--- src/rtl/kernel_scheduler_pkg.sv ---
// Shared types for the kernel scheduler: FSM states, completion status codes
// and the helper that ranks completion causes.
package kernel_scheduler_pkg;

  localparam int unsigned AddrWidth    = 17;
  // Cycles the control unit may stay idle after a launch before the kernel
  // is declared lost.
  localparam int unsigned StartTimeout = 4;

  typedef enum logic [2:0] {
    StIdle,
    StLaunch,
    StWaitStart,
    StRun,
    StDrain,
    StReport,
    StAbort
  } sched_state_e;

  typedef enum logic [1:0] {
    StatusOk      = 2'd0,
    StatusCuError = 2'd1,
    StatusTimeout = 2'd2,
    StatusBadAddr = 2'd3
  } done_status_e;

  // Timeout outranks a bad address, which outranks a control-unit error.
  function automatic done_status_e pick_status(input logic timeout, input logic bad_addr,
                                               input logic cu_err);
    if (timeout) return StatusTimeout;
    if (bad_addr) return StatusBadAddr;
    if (cu_err) return StatusCuError;
    return StatusOk;
  endfunction

endpackage

--- src/rtl/sched_fifo.sv ---
// Power-of-two FIFO for pending kernel launches. A push offered while full is
// dropped even if a pop happens in the same cycle.
module sched_fifo #(
  parameter int unsigned LogDepth = 2,
  parameter int unsigned Width    = 8
) (
  input  logic             clk,
  input  logic             reset,
  input  logic             push_i,
  input  logic             pop_i,
  input  logic [Width-1:0] wdata_i,
  output logic [Width-1:0] rdata_o,
  output logic             full_o,
  output logic             empty_o
);

  localparam int unsigned Depth = 2 ** LogDepth;
  localparam logic [LogDepth-1:0] PtrOne = 1;
  localparam logic [LogDepth:0]   CntOne = 1;

  logic [Width-1:0]    mem_q [Depth];
  logic [LogDepth-1:0] wr_ptr_q, wr_ptr_d, rd_ptr_q, rd_ptr_d;
  logic [LogDepth:0]   count_q, count_d;
  logic                do_push, do_pop;

  // Count never exceeds Depth, so its top bit alone flags full.
  assign full_o  = count_q[LogDepth];
  assign empty_o = (count_q == '0);
  assign do_push = push_i && !full_o;
  assign do_pop  = pop_i && !empty_o;
  assign rdata_o = mem_q[rd_ptr_q];

  // Pointer and occupancy next-state.
  always_comb begin
    wr_ptr_d = wr_ptr_q;
    rd_ptr_d = rd_ptr_q;
    count_d  = count_q;
    if (do_push) wr_ptr_d = wr_ptr_q + PtrOne;
    if (do_pop) rd_ptr_d = rd_ptr_q + PtrOne;
    if (do_push && !do_pop) begin
      count_d = count_q + CntOne;
    end else if (!do_push && do_pop) begin
      count_d = count_q - CntOne;
    end
  end

  // Pointer and occupancy state.
  always_ff @(posedge clk) begin
    if (reset) begin
      wr_ptr_q <= '0;
      rd_ptr_q <= '0;
      count_q  <= '0;
    end else begin
      wr_ptr_q <= wr_ptr_d;
      rd_ptr_q <= rd_ptr_d;
      count_q  <= count_d;
    end
  end

  // Storage; contents are only meaningful below the occupancy count.
  always_ff @(posedge clk) begin
    if (do_push) mem_q[wr_ptr_q] <= wdata_i;
  end

endmodule

--- src/rtl/kernel_scheduler.sv ---
// Kernel scheduler: queues host launches, hands each to the control unit,
// supervises start and run time, and reports one completion per kernel.
module kernel_scheduler
  import kernel_scheduler_pkg::*;
#(
  parameter int unsigned FIFO_LOG_DEPTH = 2,
  parameter int unsigned TAG_BITS       = 4,
  parameter int unsigned WATCHDOG_BITS  = 20
) (
  input  logic                 clk,
  input  logic                 reset,
  input  logic                 launch_valid,
  output logic                 launch_ready,
  input  logic [AddrWidth-1:0] launch_address,
  input  logic [TAG_BITS-1:0]  launch_tag,
  output logic [AddrWidth-1:0] kernel_start_address,
  output logic                 cu_reset,
  input  logic                 cu_idle,
  input  logic                 cu_error,
  input  logic                 queues_empty,
  output logic                 done_valid,
  output logic [TAG_BITS-1:0]  done_tag,
  output logic [1:0]           done_status,
  output logic                 busy
);

  localparam logic [WATCHDOG_BITS-1:0] WdOne = 1;

  sched_state_e              state_q, state_d;
  logic [TAG_BITS-1:0]       tag_q, tag_d;
  logic                      err_q, err_d, tmo_q, tmo_d, bad_q, bad_d;
  logic [WATCHDOG_BITS-1:0]  wd_q, wd_d, wd_inc;
  logic [1:0]                ws_q, ws_d;
  logic [AddrWidth-1:0]      ksa_q, ksa_d;
  logic                      cu_reset_q, cu_reset_d, done_valid_q, done_valid_d;
  logic [TAG_BITS-1:0]       done_tag_q, done_tag_d;
  done_status_e              done_status_q, done_status_d;

  logic                      fifo_full, fifo_empty, fifo_pop;
  logic [AddrWidth-1:0]      head_addr;
  logic [TAG_BITS-1:0]       head_tag;

  sched_fifo #(
    .LogDepth(FIFO_LOG_DEPTH),
    .Width   (AddrWidth + TAG_BITS)
  ) u_fifo (
    .clk    (clk),
    .reset  (reset),
    .push_i (launch_valid),
    .pop_i  (fifo_pop),
    .wdata_i({launch_address, launch_tag}),
    .rdata_o({head_addr, head_tag}),
    .full_o (fifo_full),
    .empty_o(fifo_empty)
  );

  assign launch_ready         = !fifo_full;
  assign busy                 = !((state_q == StIdle) && fifo_empty);
  assign wd_inc               = wd_q + WdOne;
  assign kernel_start_address = ksa_q;
  assign cu_reset             = cu_reset_q;
  assign done_valid           = done_valid_q;
  assign done_tag             = done_tag_q;
  assign done_status          = done_status_q;

  // Next-state and registered-output decode for the kernel lifecycle.
  always_comb begin
    state_d       = state_q;
    tag_d         = tag_q;
    err_d         = err_q;
    tmo_d         = tmo_q;
    bad_d         = bad_q;
    wd_d          = wd_q;
    ws_d          = ws_q;
    ksa_d         = '0;
    cu_reset_d    = 1'b0;
    done_valid_d  = 1'b0;
    done_tag_d    = done_tag_q;
    done_status_d = done_status_q;
    fifo_pop      = 1'b0;
    unique case (state_q)
      StIdle: begin
        if (!fifo_empty && cu_idle) begin
          fifo_pop = 1'b1;
          tag_d    = head_tag;
          err_d    = 1'b0;
          tmo_d    = 1'b0;
          bad_d    = (head_addr == '0);
          if (head_addr != '0) begin
            ksa_d   = head_addr;
            state_d = StLaunch;
          end else begin
            state_d = StReport;
          end
        end
      end
      StLaunch: begin
        ws_d    = '0;
        state_d = StWaitStart;
      end
      StWaitStart: begin
        err_d = err_q | cu_error;
        if (!cu_idle) begin
          wd_d    = '0;
          state_d = StRun;
        end else if (ws_q == 2'(StartTimeout - 1)) begin
          tmo_d   = 1'b1;
          state_d = StAbort;
        end else begin
          ws_d = ws_q + 2'd1;
        end
      end
      StRun: begin
        err_d = err_q | cu_error;
        wd_d  = wd_inc;
        if (cu_idle) begin
          state_d = StDrain;
        end else if (wd_inc == '1) begin
          tmo_d   = 1'b1;
          state_d = StAbort;
        end
      end
      StDrain: begin
        err_d = err_q | cu_error;
        wd_d  = wd_inc;
        if (queues_empty) begin
          state_d = StReport;
        end else if (wd_inc == '1) begin
          tmo_d   = 1'b1;
          state_d = StAbort;
        end
      end
      StAbort: begin
        cu_reset_d = 1'b1;
        state_d    = StReport;
      end
      StReport: begin
        done_valid_d  = 1'b1;
        done_tag_d    = tag_q;
        done_status_d = pick_status(tmo_q, bad_q, err_q);
        state_d       = StIdle;
      end
      default: state_d = StIdle;
    endcase
  end

  // FSM state, per-kernel flags, timers and registered outputs.
  always_ff @(posedge clk) begin
    if (reset) begin
      state_q       <= StIdle;
      tag_q         <= '0;
      err_q         <= 1'b0;
      tmo_q         <= 1'b0;
      bad_q         <= 1'b0;
      wd_q          <= '0;
      ws_q          <= '0;
      ksa_q         <= '0;
      cu_reset_q    <= 1'b0;
      done_valid_q  <= 1'b0;
      done_tag_q    <= '0;
      done_status_q <= StatusOk;
    end else begin
      state_q       <= state_d;
      tag_q         <= tag_d;
      err_q         <= err_d;
      tmo_q         <= tmo_d;
      bad_q         <= bad_d;
      wd_q          <= wd_d;
      ws_q          <= ws_d;
      ksa_q         <= ksa_d;
      cu_reset_q    <= cu_reset_d;
      done_valid_q  <= done_valid_d;
      done_tag_q    <= done_tag_d;
      done_status_q <= done_status_d;
    end
  end

endmodule

--- config.mk ---
export PLATFORM = sky130hd
export DESIGN_NAME = kernel_scheduler
export DESIGN_NICKNAME = d
export VERILOG_FILES = /design/src/rtl/kernel_scheduler_pkg.sv /design/src/rtl/sched_fifo.sv /design/src/rtl/kernel_scheduler.sv
export SDC_FILE = /design/constraint.sdc
export NUM_CORES = 1
export LEC_CHECK = 0
export CAP_MARGIN = 20
export CORE_MARGIN = 10
export CORE_UTILIZATION = 55
export CTS_CLUSTER_SIZE = 14
export DETAILED_ROUTE_END_ITERATION = 7
export GPL_ROUTABILITY_DRIVEN = 1
export PLACE_DENSITY = 0.77
export SYNTH_ARGS = -nofsm -noshare
export SYNTH_HDL_FRONTEND = slang
export SYNTH_SLANG_ARGS = --single-unit
--- constraint.sdc ---
create_clock -name clk -period 3.5 [get_ports clk]
set_input_delay 0.7 -clock clk [delete_from_list [all_inputs] [get_ports clk]]
set_output_delay 0.7 -clock clk [all_outputs]
set_load 0.005 [all_outputs]
# Word-level counts from Yosys, hierarchy flattened
# Memories as Yosys holds them, arrays and structs flattened. A register that Yosys moved wholly into a read port is not among the register bits.
# Cells that the tools add are included.
# totals
regBits,64
ramBits,84
in_bits,27
out_inout_bits,27
memories,1
# mem_list
name,depth,word_bits,read_ports,rd_ports_with_merged_regs,write_ports,line_no,source
u_fifo.mem_q,4,21,1,1,1,sched_fifo.sv:21,logic [Width-1:0] mem_q [Depth];
# classes
n_addsub,6
n_eq_ne,16
muxes,46
n_bitwise,4
n_reduce_logical,29
# op_table
op,n
case mux 20 bit (2 select lines),1
two-way mux 3 bit,9
two-way mux 1 bit,21
"adder 20 x 1 -> 20 bit, second input constant",1
"== test 20 bit, second input constant",1
two-way mux 2 bit,10
two-way mux 20 bit,1
case mux 3 bit (6 select lines),1
zero test 17 bit,1
nonzero test 17 bit,1
"inequality test 2 bit, second input constant",6
"== test 3 bit, second input constant",3
AND reduction 2 bit,4
nonzero test 2 bit,4
"adder 2 x 1 -> 2 bit, second input constant",3
"== test 3 x 2 -> 1 bit, second input constant",2
logical AND 1 bit,6
zero test 3 bit,2
AND reduction 6 bit,1
zero test 1 bit,5
case mux 1 bit (4 select lines),1
case mux 2 bit (2 select lines),1
nonzero test 4 bit,1
OR reduction 4 bit,1
12 further kinds,14

# Longest topological paths before layout
# depth
depth_word,10
mapped_depth,10
ltp_nobuf,9

# By module
# A second synthesis with hierarchy kept.
# unflattened
hier_cells,499
hier_area_um2,6338.6
# modules_own_cells
mod,instances,cells_each,area_each_um2
sched_fifo,1,154,3487.1
kernel_scheduler,1,345,2851.5

# Worst setup path before layout
# No wires, ideal clock.
# synth_path
path_type,in2reg
from,in cu_idle
to,reg u_fifo.count_q[2]
setup_time_ns,0.070
arrival_time_ns,2.736
setup_slack_ns,0.693
cell_stages,10
n_path_buf,1
cell_sequence,clkbuf_1 o31ai_1 nor4_2 inv_2 ha_1 inv_1 fa_1 xor2_1 or3_1 a21oi_1
# synth_via
elab_chain_cells,7
word_cells_on_any_way,9
classes_between,mux (3); reduce/logical (6)
# synth_lines
item,line_no,source
"start, declared",kernel_scheduler.sv:18,"input logic cu_idle,"
logical AND 1 bit *,kernel_scheduler.sv:83,if (!fifo_empty && cu_idle) begin
two-way mux 1 bit *,kernel_scheduler.sv:83,
two-way mux 1 bit *,kernel_scheduler.sv:81,unique case (state_q)
logical AND 1 bit *,sched_fifo.sv:30,assign do_pop = pop_i && !empty_o;
zero test 1 bit,sched_fifo.sv:40,if (do_push && !do_pop) begin
logical AND 1 bit,sched_fifo.sv:40,
two-way mux 3 bit or nonzero test 2 bit (tied branches),--,
"end signal, assigned",sched_fifo.sv:56,count_q <= count_d;
"end, declared",sched_fifo.sv:23,"logic [LogDepth:0] count_q, count_d;"
# Every way passes the cells marked *; elsewhere a longest branch is shown, timed or not.
# A chain may end at the register's enable or synchronous reset.

# Worst setup path after layout
# layout_path
from,reg state_q[0]
to,out busy
# layout_via
elab_chain_cells,3
# layout_lines
item,line_no,source
"start, declared",kernel_scheduler.sv:29,"sched_state_e state_q, state_d;"
"start signal, assigned",kernel_scheduler.sv:150,state_q <= StIdle;
"start signal, assigned",kernel_scheduler.sv:163,state_q <= state_d;
zero test 3 bit,kernel_scheduler.sv:58,assign busy = !((state_q == StIdle) && fifo_empty);
logical AND 1 bit,kernel_scheduler.sv:58,
zero test 1 bit,kernel_scheduler.sv:58,
"end, declared",kernel_scheduler.sv:24,output logic busy
# Every way passes these cells.

==> metrics.txt <==
hold endpoint tag_q[2]$_SDFFE_PP0P_; vias 3968; DRT Pass-1 Iters 6; clk_lat worst skew 0.53 ns; Top Family by Delay on Critical Path flip-flops; CP max stage delay 0.83 ns; reg-to-reg setup timing slack approximately 0.8 ns; Cells after Synth 478; WL per Instance 17.9 um; sw frac 0.280; syn nets around 500; GRT Total Usage 0.158; WHS Path Cells 2; die area 15800 um^2; Top Layer Used met4; clk root buf clkbuf_8; CTS buffer count 17; initial antenna violation count 0; Top FF cell, synth edfxtp_1; vias per cell about 5.8; Final GP Congestion 0.874; worst hold path type register to register; FF-to-FF path depth 6; fin. max-slew vios 0; CP cell instances nor2_1 -> nand3b_1 -> clkdlybuf4s50_1; fraction of layout cells with a size suffix above 1 0.115; die width roughly 130 um; DRT met1 WL 5070 um; Yosys top cell by area edfxtp_1; synthesized area per cell 12.8 um^2; port bufs 53; RSZ-0062 raised after global routing false; Post-synth EDFFs 84; Routed WL 12300 um; Routed Antenna Nets 0; VDD IR max about 0.45 mV; register area share after synthesis 0.626; leading cell type in the layout, fill and taps excluded edfxtp_1; die height 126 um; # rows 38; Cell Pwr Density 684 nW/um^2; worst hold start tag_q[2]$_SDFFE_PP0P_; CP max FO 25; Synth top area share 0.411; CP Capture Type primary output; met2 wire len 6440 um; asr flop ratio synth 0; Synth cell types 57; CP Launch Type register; Comb power frac 0.213; leakage 0.00253 uW; sw power 1410 uW; met3 wire length 630 um; FMAX 333 MHz; r2r endpoint kernel_start_address[11]$_SDFF_PP0_; Worst Tran Pin Value 0.837 ns; Setup Skew between 0.006 and 0.007 ns; Hold Slack 0.465 ns; CP max-delay cell dfxtp_1; first-pass GRT wire length about 20000 um; DRC 0; Bufs on Longest Clock Path 2; Int Pwr 3630 uW; Seq cells post-synth 150; CTS tree built; status finished, final reports clean; DP Wirelength 8090 um; Required @ worst endpoint 2.80 ns; leading cell types in the layout, fill and taps excluded edfxtp_1 (84), dfxtp_1 (66), clkdlybuf4s50_1 (53), nor2_1 (50), a21oi_1 (29); CTS H-tree depth 4; critical path class register to primary output; Final Hold Viols 0; number of global-route vias before repair between 3000 and 4000; fin crit share 0.858; Flop pwr share 0.444; clock-pin slew on the worst setup and hold paths roughly 0.06 ns; largest net degree at the start of global routing 53; Setup Buffers After CTS 0; Rel. slew slack 0.437; synthesized area between 6000 and 7000 um^2; CTS sink count 150; Setup-failing EPs final 0; DRT iter0 DRCs 441; CP bufs+invs 1; max_cap viols 0; CTS Hold Bufs 0; Overflow after GRT 0; Clock Power Share 0.343; Synth-to-Final Area Change 20.0%; Nets 570; IO Pins 54; placeable core area 10900 um^2; Synth warnings 0; antenna cells 0; arrival time at the worst endpoint about 2.3 ns; top cells by area, synth edfxtp_1 (41%), dfxtp_1 (22%), mux4_2 (5.5%); Setup TNS Final 0 ns; Initial Utilization 0.564; minimum clock period about 3.0 ns; CTS resizes 0
## cell type report
type	instances	area, um^2
clock inverters	14	149
well taps	140	175
multi-input cells	291	2140
repair buffers	63	606
clock buffers	18	418
flip-flops and latches	150	3840
inverters	11	41.3
fillers	769	3520
## routing by layer
layer,GRT usage,vias to the layer above
met5,0,-
met4,0.0589,0
met3,0.0562,13
met2,0.264,82
met1,0.183,1969
li1,-,1904
## logic make-up (layout without fill, tap and decap cells)
logic type	count (synthesis)	after routing	share of synthesized area
AND/OR/NAND/NOR	166	166	0.139
flip-flops	150	150	0.626
multiplexers	28	28	0.0925
buffers and inverters	37	106	0.0261
adder cells (fa/ha/maj)	9	9	0.0196
XOR/XNOR	12	12	0.0171
AO/OA/AOI/OAI	76	76	0.0795
## Yosys cell counts, types with 6 or more instances
library cell and n:
and2_1 20, a21oi_1 29, ha_1 8, xor2_1 7, mux4_1 6, edfxtp_1 84
inv_1 10, dfxtp_1 66, clkbuf_1 19, mux4_2 15, a31oi_1 6, nand4_1 8
nor3_1 11, nor2_1 50, nor4_1 7, nand3_1 9, o21ai_0 11, a311oi_1 8
nand2_1 27
## worst min-delay path, cell delays in order (launching register included)
cell     delay (ns)
dfxtp_1        0.32
nand2_1        0.05
a21oi_1        0.05
## registers in the layout, summed over array words and instances, names as in the netlist, 2 cells and up, named ones only
register              cells
u_fifo.count_q            3
kernel_start_address     17
ws_q                      2
done_status               2
u_fifo.mem_q             84
u_fifo.wr_ptr_q           2
tag_q                     4
state_q                   3
u_fifo.rd_ptr_q           2
done_tag                  4
wd_q                     20
## worst max path at each step
stage               cells after the start  slack [ns]                             end                    start
finish                                  3        0.50                            busy  state_q[0]$_SDFFE_PP0P_
global route                            3        0.28                            busy  state_q[0]$_SDFFE_PP0P_
CTS                                     3        0.48                            busy  state_q[0]$_SDFFE_PP0P_
detailed placement                     10        0.42  u_fifo.count_q[2]$_SDFFE_PP0P_                  cu_idle
global placement                       10        0.57  u_fifo.count_q[2]$_SDFFE_PP0P_                  cu_idle
floorplan                              10        0.69  u_fifo.count_q[2]$_SDFFE_PP0P_                  cu_idle
## through the flow
step / worst slack (ns) / power [uW] / util / cell area (um^2) / std cells
6_report: 0.498 / 5040 / 0.677 / 7370 / 687
5_1_grt: 0.283 / 5290 / 0.677 / 7370 / 687
4_1_cts: 0.475 / 5090 / 0.677 / 7370 / 687
3_5_place_dp: 0.421 / 3360 / 0.625 / 6800 / 655
3_3_place_gp: 0.574 / 3310 / 0.625 / 6800 / 655
2_1_floorplan: 0.693 / 2990 / - / 6140 / 478
## power groups by stage
stage          Combinational [uW]  Sequential, uW  Clock [uW]
2_1_floorplan                 800            2190           0
3_3_place_gp                 1050            2260           0
3_5_place_dp                 1080            2270           0
4_1_cts                      1090            2240        1760
5_1_grt                      1190            2260        1830
6_report                     1080            2240        1730
(Power assumes the default switching activity.)
